## src/rtl/sub_pkg.sv

```systemverilog
// Shared constants for the digit-serial subtractor: FSM encodings and
// helpers deriving digit count and counter width from the parameters.
package sub_pkg;

    localparam logic [1:0] ST_IDLE = 2'd0;
    localparam logic [1:0] ST_RUN  = 2'd1;
    localparam logic [1:0] ST_DONE = 2'd2;

    function automatic int ndig_f(input int dw, input int gw);
        return dw / gw;
    endfunction

    // Counter must be at least one bit even for a single-digit configuration.
    function automatic int cnt_w_f(input int n);
        return (n <= 1) ? 1 : $clog2(n);
    endfunction

endpackage

```

## src/rtl/sub_digit.sv

```systemverilog
// One digit of ripple subtraction: {bout, d} = a_d - b_d - bin on
// DIGITWIDTH+1 zero-extended bits.
module sub_digit #(
    parameter int DIGITWIDTH = 2
) (
    input  logic [DIGITWIDTH-1:0] a_d,
    input  logic [DIGITWIDTH-1:0] b_d,
    input  logic                  bin,
    output logic [DIGITWIDTH-1:0] d,
    output logic                  bout
);

    logic [DIGITWIDTH:0] w_full;

    always_comb begin
        w_full = {1'b0, a_d} - {1'b0, b_d} - {{DIGITWIDTH{1'b0}}, bin};
        d      = w_full[DIGITWIDTH-1:0];
        bout   = w_full[DIGITWIDTH];
    end

endmodule

```

## src/rtl/sub_serial.sv

```systemverilog
// Digit-serial subtractor: diff = a - b over DATAWIDTH/DIGITWIDTH cycles with
// start/busy/done handshake, signed/unsigned overflow and optional saturation.
module sub_serial
    import sub_pkg::*;
#(
    parameter int DATAWIDTH  = 8,
    parameter int DIGITWIDTH = 2
) (
    input  logic                 Clk,
    input  logic                 Rst,
    input  logic                 start,
    input  logic [DATAWIDTH-1:0] a,
    input  logic [DATAWIDTH-1:0] b,
    input  logic                 sgn,
    input  logic                 sat,
    output logic                 busy,
    output logic                 done,
    output logic [DATAWIDTH-1:0] diff,
    output logic                 borrow,
    output logic                 ovf
);

    localparam int NDIG = ndig_f(DATAWIDTH, DIGITWIDTH);
    localparam int CW   = cnt_w_f(NDIG);
    localparam logic [CW-1:0] LAST = CW'(NDIG - 1);

    logic [1:0]           r_state;
    logic [DATAWIDTH-1:0] r_a;
    logic [DATAWIDTH-1:0] r_b;
    logic [DATAWIDTH-1:0] r_res;
    logic [DATAWIDTH-1:0] r_diff;
    logic                 r_a_msb;
    logic                 r_b_msb;
    logic                 r_sgn;
    logic                 r_sat;
    logic                 r_bin;
    logic                 r_borrow;
    logic                 r_ovf;
    logic [CW-1:0]        r_cnt;

    logic [DIGITWIDTH-1:0] w_d;
    logic                  w_bout;
    logic [DATAWIDTH-1:0]  w_res_next;
    logic [DATAWIDTH-1:0]  w_min;
    logic [DATAWIDTH-1:0]  w_sat_val;
    logic [DATAWIDTH-1:0]  w_final;
    logic                  w_ovf;

    sub_digit #(.DIGITWIDTH(DIGITWIDTH)) u_digit (
        .a_d  (r_a[DIGITWIDTH-1:0]),
        .b_d  (r_b[DIGITWIDTH-1:0]),
        .bin  (r_bin),
        .d    (w_d),
        .bout (w_bout)
    );

    // Shift-based result assembly also covers DIGITWIDTH == DATAWIDTH,
    // where a part-select of the remaining bits would be empty.
    always_comb begin
        w_res_next = (r_res >> DIGITWIDTH)
                   | (DATAWIDTH'(w_d) << (DATAWIDTH - DIGITWIDTH));
        if (r_sgn)
            w_ovf = (r_a_msb != r_b_msb) && (w_res_next[DATAWIDTH-1] != r_a_msb);
        else
            w_ovf = w_bout;
        w_min = DATAWIDTH'(1) << (DATAWIDTH - 1);
        if (!r_sgn)
            w_sat_val = '0;
        else if (r_a_msb)
            w_sat_val = w_min;
        else
            w_sat_val = ~w_min;
        w_final = (r_sat && w_ovf) ? w_sat_val : w_res_next;
    end

    always_ff @(posedge Clk or posedge Rst) begin
        if (Rst) begin
            r_state  <= ST_IDLE;
            r_a      <= '0;
            r_b      <= '0;
            r_res    <= '0;
            r_diff   <= '0;
            r_a_msb  <= 1'b0;
            r_b_msb  <= 1'b0;
            r_sgn    <= 1'b0;
            r_sat    <= 1'b0;
            r_bin    <= 1'b0;
            r_borrow <= 1'b0;
            r_ovf    <= 1'b0;
            r_cnt    <= '0;
        end else begin
            case (r_state)
                ST_IDLE: begin
                    if (start) begin
                        r_a     <= a;
                        r_b     <= b;
                        r_a_msb <= a[DATAWIDTH-1];
                        r_b_msb <= b[DATAWIDTH-1];
                        r_sgn   <= sgn;
                        r_sat   <= sat;
                        r_bin   <= 1'b0;
                        r_cnt   <= '0;
                        r_res   <= '0;
                        r_state <= ST_RUN;
                    end
                end
                ST_RUN: begin
                    r_a   <= r_a >> DIGITWIDTH;
                    r_b   <= r_b >> DIGITWIDTH;
                    r_bin <= w_bout;
                    r_res <= w_res_next;
                    r_cnt <= r_cnt + 1'b1;
                    if (r_cnt == LAST) begin
                        r_diff   <= w_final;
                        r_borrow <= w_bout;
                        r_ovf    <= w_ovf;
                        r_state  <= ST_DONE;
                    end
                end
                ST_DONE: r_state <= ST_IDLE;
                default: r_state <= ST_IDLE;
            endcase
        end
    end

    assign busy   = (r_state == ST_RUN);
    assign done   = (r_state == ST_DONE);
    assign diff   = r_diff;
    assign borrow = r_borrow;
    assign ovf    = r_ovf;

endmodule
```

## config.mk

```make
export PLATFORM = sky130hd
export DESIGN_NAME = sub_serial
export DESIGN_NICKNAME = d
export VERILOG_FILES = /design/src/rtl/sub_pkg.sv /design/src/rtl/sub_digit.sv /design/src/rtl/sub_serial.sv
export SDC_FILE = /design/constraint.sdc
export NUM_CORES = 1
export LEC_CHECK = 0
export BUFFER_PORTS_ARGS = -buffer_cell sky130_fd_sc_hd__buf_2
export CAP_MARGIN = 25
export CORE_MARGIN = 2
export CORE_UTILIZATION = 28
export DETAILED_ROUTE_END_ITERATION = 8
export GPL_ROUTABILITY_DRIVEN = 0
export GPL_TIMING_DRIVEN = 0
export PLACE_DENSITY = 0.56
export REMOVE_ABC_BUFFERS = 1
export SYNTH_ARGS = -nofsm -noshare
export SYNTH_HDL_FRONTEND = slang
export SYNTH_SLANG_ARGS = --single-unit
```

## constraint.sdc

```tcl
create_clock -name Clk -period 3.2 [get_ports Clk]
set_clock_uncertainty 0.15 [all_clocks]
set_input_delay 0.16 -clock Clk [delete_from_list [all_inputs] [get_ports Clk]]
set_output_delay 0.16 -clock Clk [all_outputs]
set_load 0.1 [all_outputs]
```

### Yosys cells after proc, flatten, opt, wreduce, memory -nomap -nowiden

Index checks and enable logic that the tools add are counted.

* flip-flop bits (word level): 43
* bits of input ports: 21
* output and inout bits: 12
* logic and storage cells: 49

* $add $sub $neg: 3
* equal/unequal tests: 7
* mux-type cells: 17
* bitwise gates (word level): 1
* reduce and logical (&&, ||, !) cells: 8

Operators by type and width (number)
* $mux W8: 6
* $pmux W8 S2: 3
* $or A6 B8 Y8: 1
* $pmux W2 S2: 2
* $reduce_and A2 Y1: 4
* $mux W2: 3
* $eq A2 B2 Y1 const B: 2
* $sub A2 B2 Y3: 1
* $sub A3 B1 Y3: 1
* $add A2 B1 Y2 const B: 1
* $eq A2 B1 Y1 const B: 1
* $logic_and A1 B1 Y1: 2
* $logic_not A2 Y1: 1
* $mux W1: 2
* $ne A1 B1 Y1: 2
* $ne A2 B1 Y1 const B: 1
* $ne A2 B2 Y1 const B: 1
* $pmux W1 S2: 1
* $reduce_bool A2 Y1: 1

### Logic depth before layout (Yosys ltp)

* word-level depth: 8
* gate-level depth with buffers: 11
* gate-level depth less buffers: 10

### Cells and area by module

From an unflattened synthesis, not the netlist that was laid out.

* cell total of the unflattened synthesis: 183
* area, all modules: 1883.1 um^2

By module, submodules not included
* sub_serial: instances 1, cells each 175, area each 1820.5 um^2, sequential area each 1026.0 um^2
* sub_digit: instances 1, cells each 8, area each 62.6 um^2, sequential area each 0.0 um^2

### Worst setup path before layout

Ideal clock, no wire load.

* kind: register to register
* start point: register r_a[0]
* end point: register r_diff[0], in the netlist diff[0]
* setup time: 76 ps
* arrival time: 2477 ps
* data required time: 2974 ps
* path slack: 497 ps
* stages on the path, launching flop included: 11
* buffers on the path: 1
* period minus slack after synthesis: 2703 ps
* cells stage by stage: dfrtp_1 fa_1 inv_1 ha_1 nor2_1 fa_1 nor3b_2 and3_1 buf_2 a21oi_1 o21ai_1

* longest elaborated chain between the ends: 8

RTL lines
* start: declaration: line sub_serial.sv:28 `logic [DATAWIDTH-1:0] r_a;`
* start signal: assignment: line sub_serial.sv:108 `r_a <= r_a >> DIGITWIDTH;`
* $sub A2 B2 Y3 (*): line sub_digit.sv:16 `w_full = {1'b0, a_d} - {1'b0, b_d} - {{DIGITWIDTH{1'b0}}, bin};`
* $sub A3 B1 Y3 (*): line sub_digit.sv:16
* $or A6 B8 Y8: line sub_serial.sv:61 `| (DATAWIDTH'(w_d) << (DATAWIDTH - DIGITWIDTH));`
* $ne A1 B1 Y1: line sub_serial.sv:63 `w_ovf = (r_a_msb != r_b_msb) && (w_res_next[DATAWIDTH-1] != r_a_msb);`
* $logic_and A1 B1 Y1: line sub_serial.sv:63
* $mux W1 (*): line sub_serial.sv:62 `if (r_sgn)`
* $logic_and A1 B1 Y1 (*): line sub_serial.sv:73 `w_final = (r_sat && w_ovf) ? w_sat_val : w_res_next;`
* $mux W8 (*): line sub_serial.sv:73
* end signal: assignment: line sub_serial.sv:114 `r_diff <= w_final;`
* end: declaration: line sub_serial.sv:31 `logic [DATAWIDTH-1:0] r_diff;`

Mark *: on every way between the ends. The rest lies on a longest branch, timed or not.
A chain may end at the register's enable or synchronous reset.

### Worst setup path in the final report

* start point: register r_a[0]
* end point: register r_diff[5], in the netlist diff[5]

Same word-level chain as after synthesis.

==> impl_metrics.ini <==
[finish]
layout.cells.non_filler = 282
syn_to_final_growth_pct = 20.2
layout_common_cells = dfrtp_1, buf_2, nand2_1
drive_gt1_share_pct = 24.9
n_antenna_cell = 0
final_common_cell = dfrtp_1
nNetsFinal = 230

[routing]
avgViaCountPerCell = 4.63
wl_per_cell_um = 12.9
num_vias = 1306
drtPass1Iterations = 4
wl_mm = 3.65
first_iter_violations = 70
drc = 0
route.antenna.remaining_nets = 0

[timing]
rsz0062_at_grt = no
drv_slew = 0
relSlewSlack_pct = 42.5
finalSetupViolations = 0
setup_tns_ps = 0
holdWs_ps = 10.5
worst_slack_ps = 236
hold_violations = 0
fin_crit_sh_pct = 92.6
worstMarginPinSlew_ps = 861
clock.fmax_mhz = 337
finalCriticalPeriod_ps = 2960

[outcome]
status = completed

[min_path]
hold_path.class = in2reg

[placed_design]
dp_hpwl_mm = 2.46
dp_worst_setup_slack_ps = 208
port_buffers = 32
dp.cells = 267

[floorplan]
dieArea_mm2 = 0.00736
die_w_um = 85.8
die_h_um = 85.8
initial_core_util_pct = 29.2
io_pins = 33
core-area_mm2 = 0.00642
fp-row-count = 29

[job]
cap_violations = 0

[worst_setup_path]
worst_ep_arrival_time_ps = 3030
worstPathCellList = fa_1 -> inv_1 -> ha_1 -> nor2_1 -> fa_1 -> and3b_1 -> o31ai_4 -> a21oi_1 -> o21ai_1
crit_fanout = 7
cp-end-kind = register
worstSetupPathType = reg2reg
cp_slowest_stage_delay_ps = 560
cp-start-kind = register
worst_path_most_repeated_cell = fa_1
cp.required_ps = 3270
slowest_stage = fa_1

[synth]
avgSynthCellArea_um2 = 11.3
syn_area_mm2 = 0.00187
syn_inst = 166
synth_cell_types = 31
ys_warn_count = 0
ys_seq_area_share_pct = 54.8
synth-seq-cells = 41

[global_routing]
antenna_found_initial = 0
grt_max_degree = 42
grt_usage_pct = 11.1
grt_pass1_wl_mm = 6.22
grt_pass1_vias = 1274
overflow = 0

[clock_tree]
clkTransAtPathRegs_ps = 80
cts_buffer_depth = 2
cts_tree = yes
clock_sinks = 41
cts.htree.levels = 2
clock_latency_ps = 290
clockRootBuffer = clkbuf_8
cts_buffers = 5
Yosys cell counts:
master | number | area [µm²]
buf_6 | 3 | 33.8
and2b_1 | 1 | 7.51
nand2_4 | 1 | 11.3
mux2i_1 | 12 | 120
o21ai_1 | 7 | 35.0
nor3b_2 | 2 | 25.0
clkbuf_1 | 1 | 3.75
o21ai_0 | 17 | 85.1
and3b_1 | 1 | 8.76
o21bai_1 | 1 | 7.51
dfrtp_1 | 41 | 1030
ha_1 | 3 | 37.5
o31ai_4 | 1 | 21.3
mux2_2 | 2 | 22.5
a21oi_1 | 9 | 45.0
o22ai_1 | 1 | 6.26
fa_1 | 2 | 40.0
xor2_1 | 1 | 8.76
and3_1 | 1 | 6.26
buf_2 | 5 | 25.0
nor2_1 | 3 | 11.3
o21a_1 | 1 | 7.51
nand2b_1 | 1 | 6.26
mux2_4 | 1 | 15.0
nor3_1 | 1 | 5.00
a22o_1 | 11 | 96.3
nand2_1 | 25 | 93.8
inv_12 | 1 | 16.3
o31ai_1 | 1 | 7.51
inv_1 | 8 | 30.0
a21boi_0 | 1 | 7.51
critical path, delay by kind of cell (launching register included):
| kind | cells | cell delay (ps) |
|---|---|---|
| flops | 1 | 410 |
| simple gates | 2 | 410 |
| fa+ha+maj | 3 | 1250 |
| compound gates | 3 | 630 |
| buf+inv | 1 | 50 |
layer usage:
| layer | wire [µm] | up-vias | GRT usage [%] |
|---|---|---|---|
| li1 | - | 652 | - |
| met2 | 1590 | 25 | 16.5 |
| met1 | 1860 | 622 | 15.1 |
| met4 | 61 | 0 | 4.76 |
| met3 | 139 | 7 | 2.98 |
| met5 | 0 | - | 0 |
what timing repair did:
action                     4_1_cts  5_1_grt
hold buffers                     7        0
hold endpoints to repair        49        0
resized for setup                0        1
setup buffers                    0        0
setup endpoints to repair        0        1
sequential cells by signal, summed over array words and instances (netlist names):
name     flops
borrow       1
r_a_msb      1
diff         8
r_bin        1
r_res        6
r_b          8
r_state      2
r_b_msb      1
r_sgn        1
r_a          8
ovf          1
r_cnt        2
r_sat        1
cell families (layout without fill, tap and decap cells):
group | after synthesis | in the layout | synth area share [%]
AOI/OAI and AO/OA | 50 | 50 | 17.0
DFF | 41 | 41 | 54.8
and+or+nand+nor | 36 | 36 | 9.35
buffers and inverters | 18 | 57 | 5.81
muxes | 15 | 15 | 8.42
adders and majority gates | 5 | 5 | 4.14
xor gates and xnor gates | 1 | 1 | 0.468
final timing paths:
kind	startpoint	end	depth (start not counted)	slack [ps]
min in group asynchronous	Rst	r_a[4]	3	440
setup reg to reg	r_a[0]	diff[5]	9	240
setup / recovery	r_a[0]	diff[5]	9	240
max in group asynchronous	Rst	r_res[5]	3	1910
hold / removal	b[2]	r_b[2]	3	10
hold reg to reg	diff[7]	diff[7]	2	330
per-stage QoR:
step           util [%]  cell area [µm²]
4_1_cts            35.0             2250
3_5_place_dp       32.7             2100
3_3_place_gp       32.2             2070
6_report           35.1             2250
5_1_grt            35.1             2250
2_1_floorplan         -             1810
layout make-up:
type                            count  area, µm²
Fill cell                         653       4170
Inverter                            9       46.3
Timing Repair Buffer               40        258
Clock buffer                        6       72.6
Sequential cell                    41       1030
Tap cell                           77       96.3
Clock inverter                      2       10.0
Multi-Input combinational cell    107        743
Power is not shown: default switching activity piles up to over one toggle a cycle in this logic, so the estimate is an artifact.
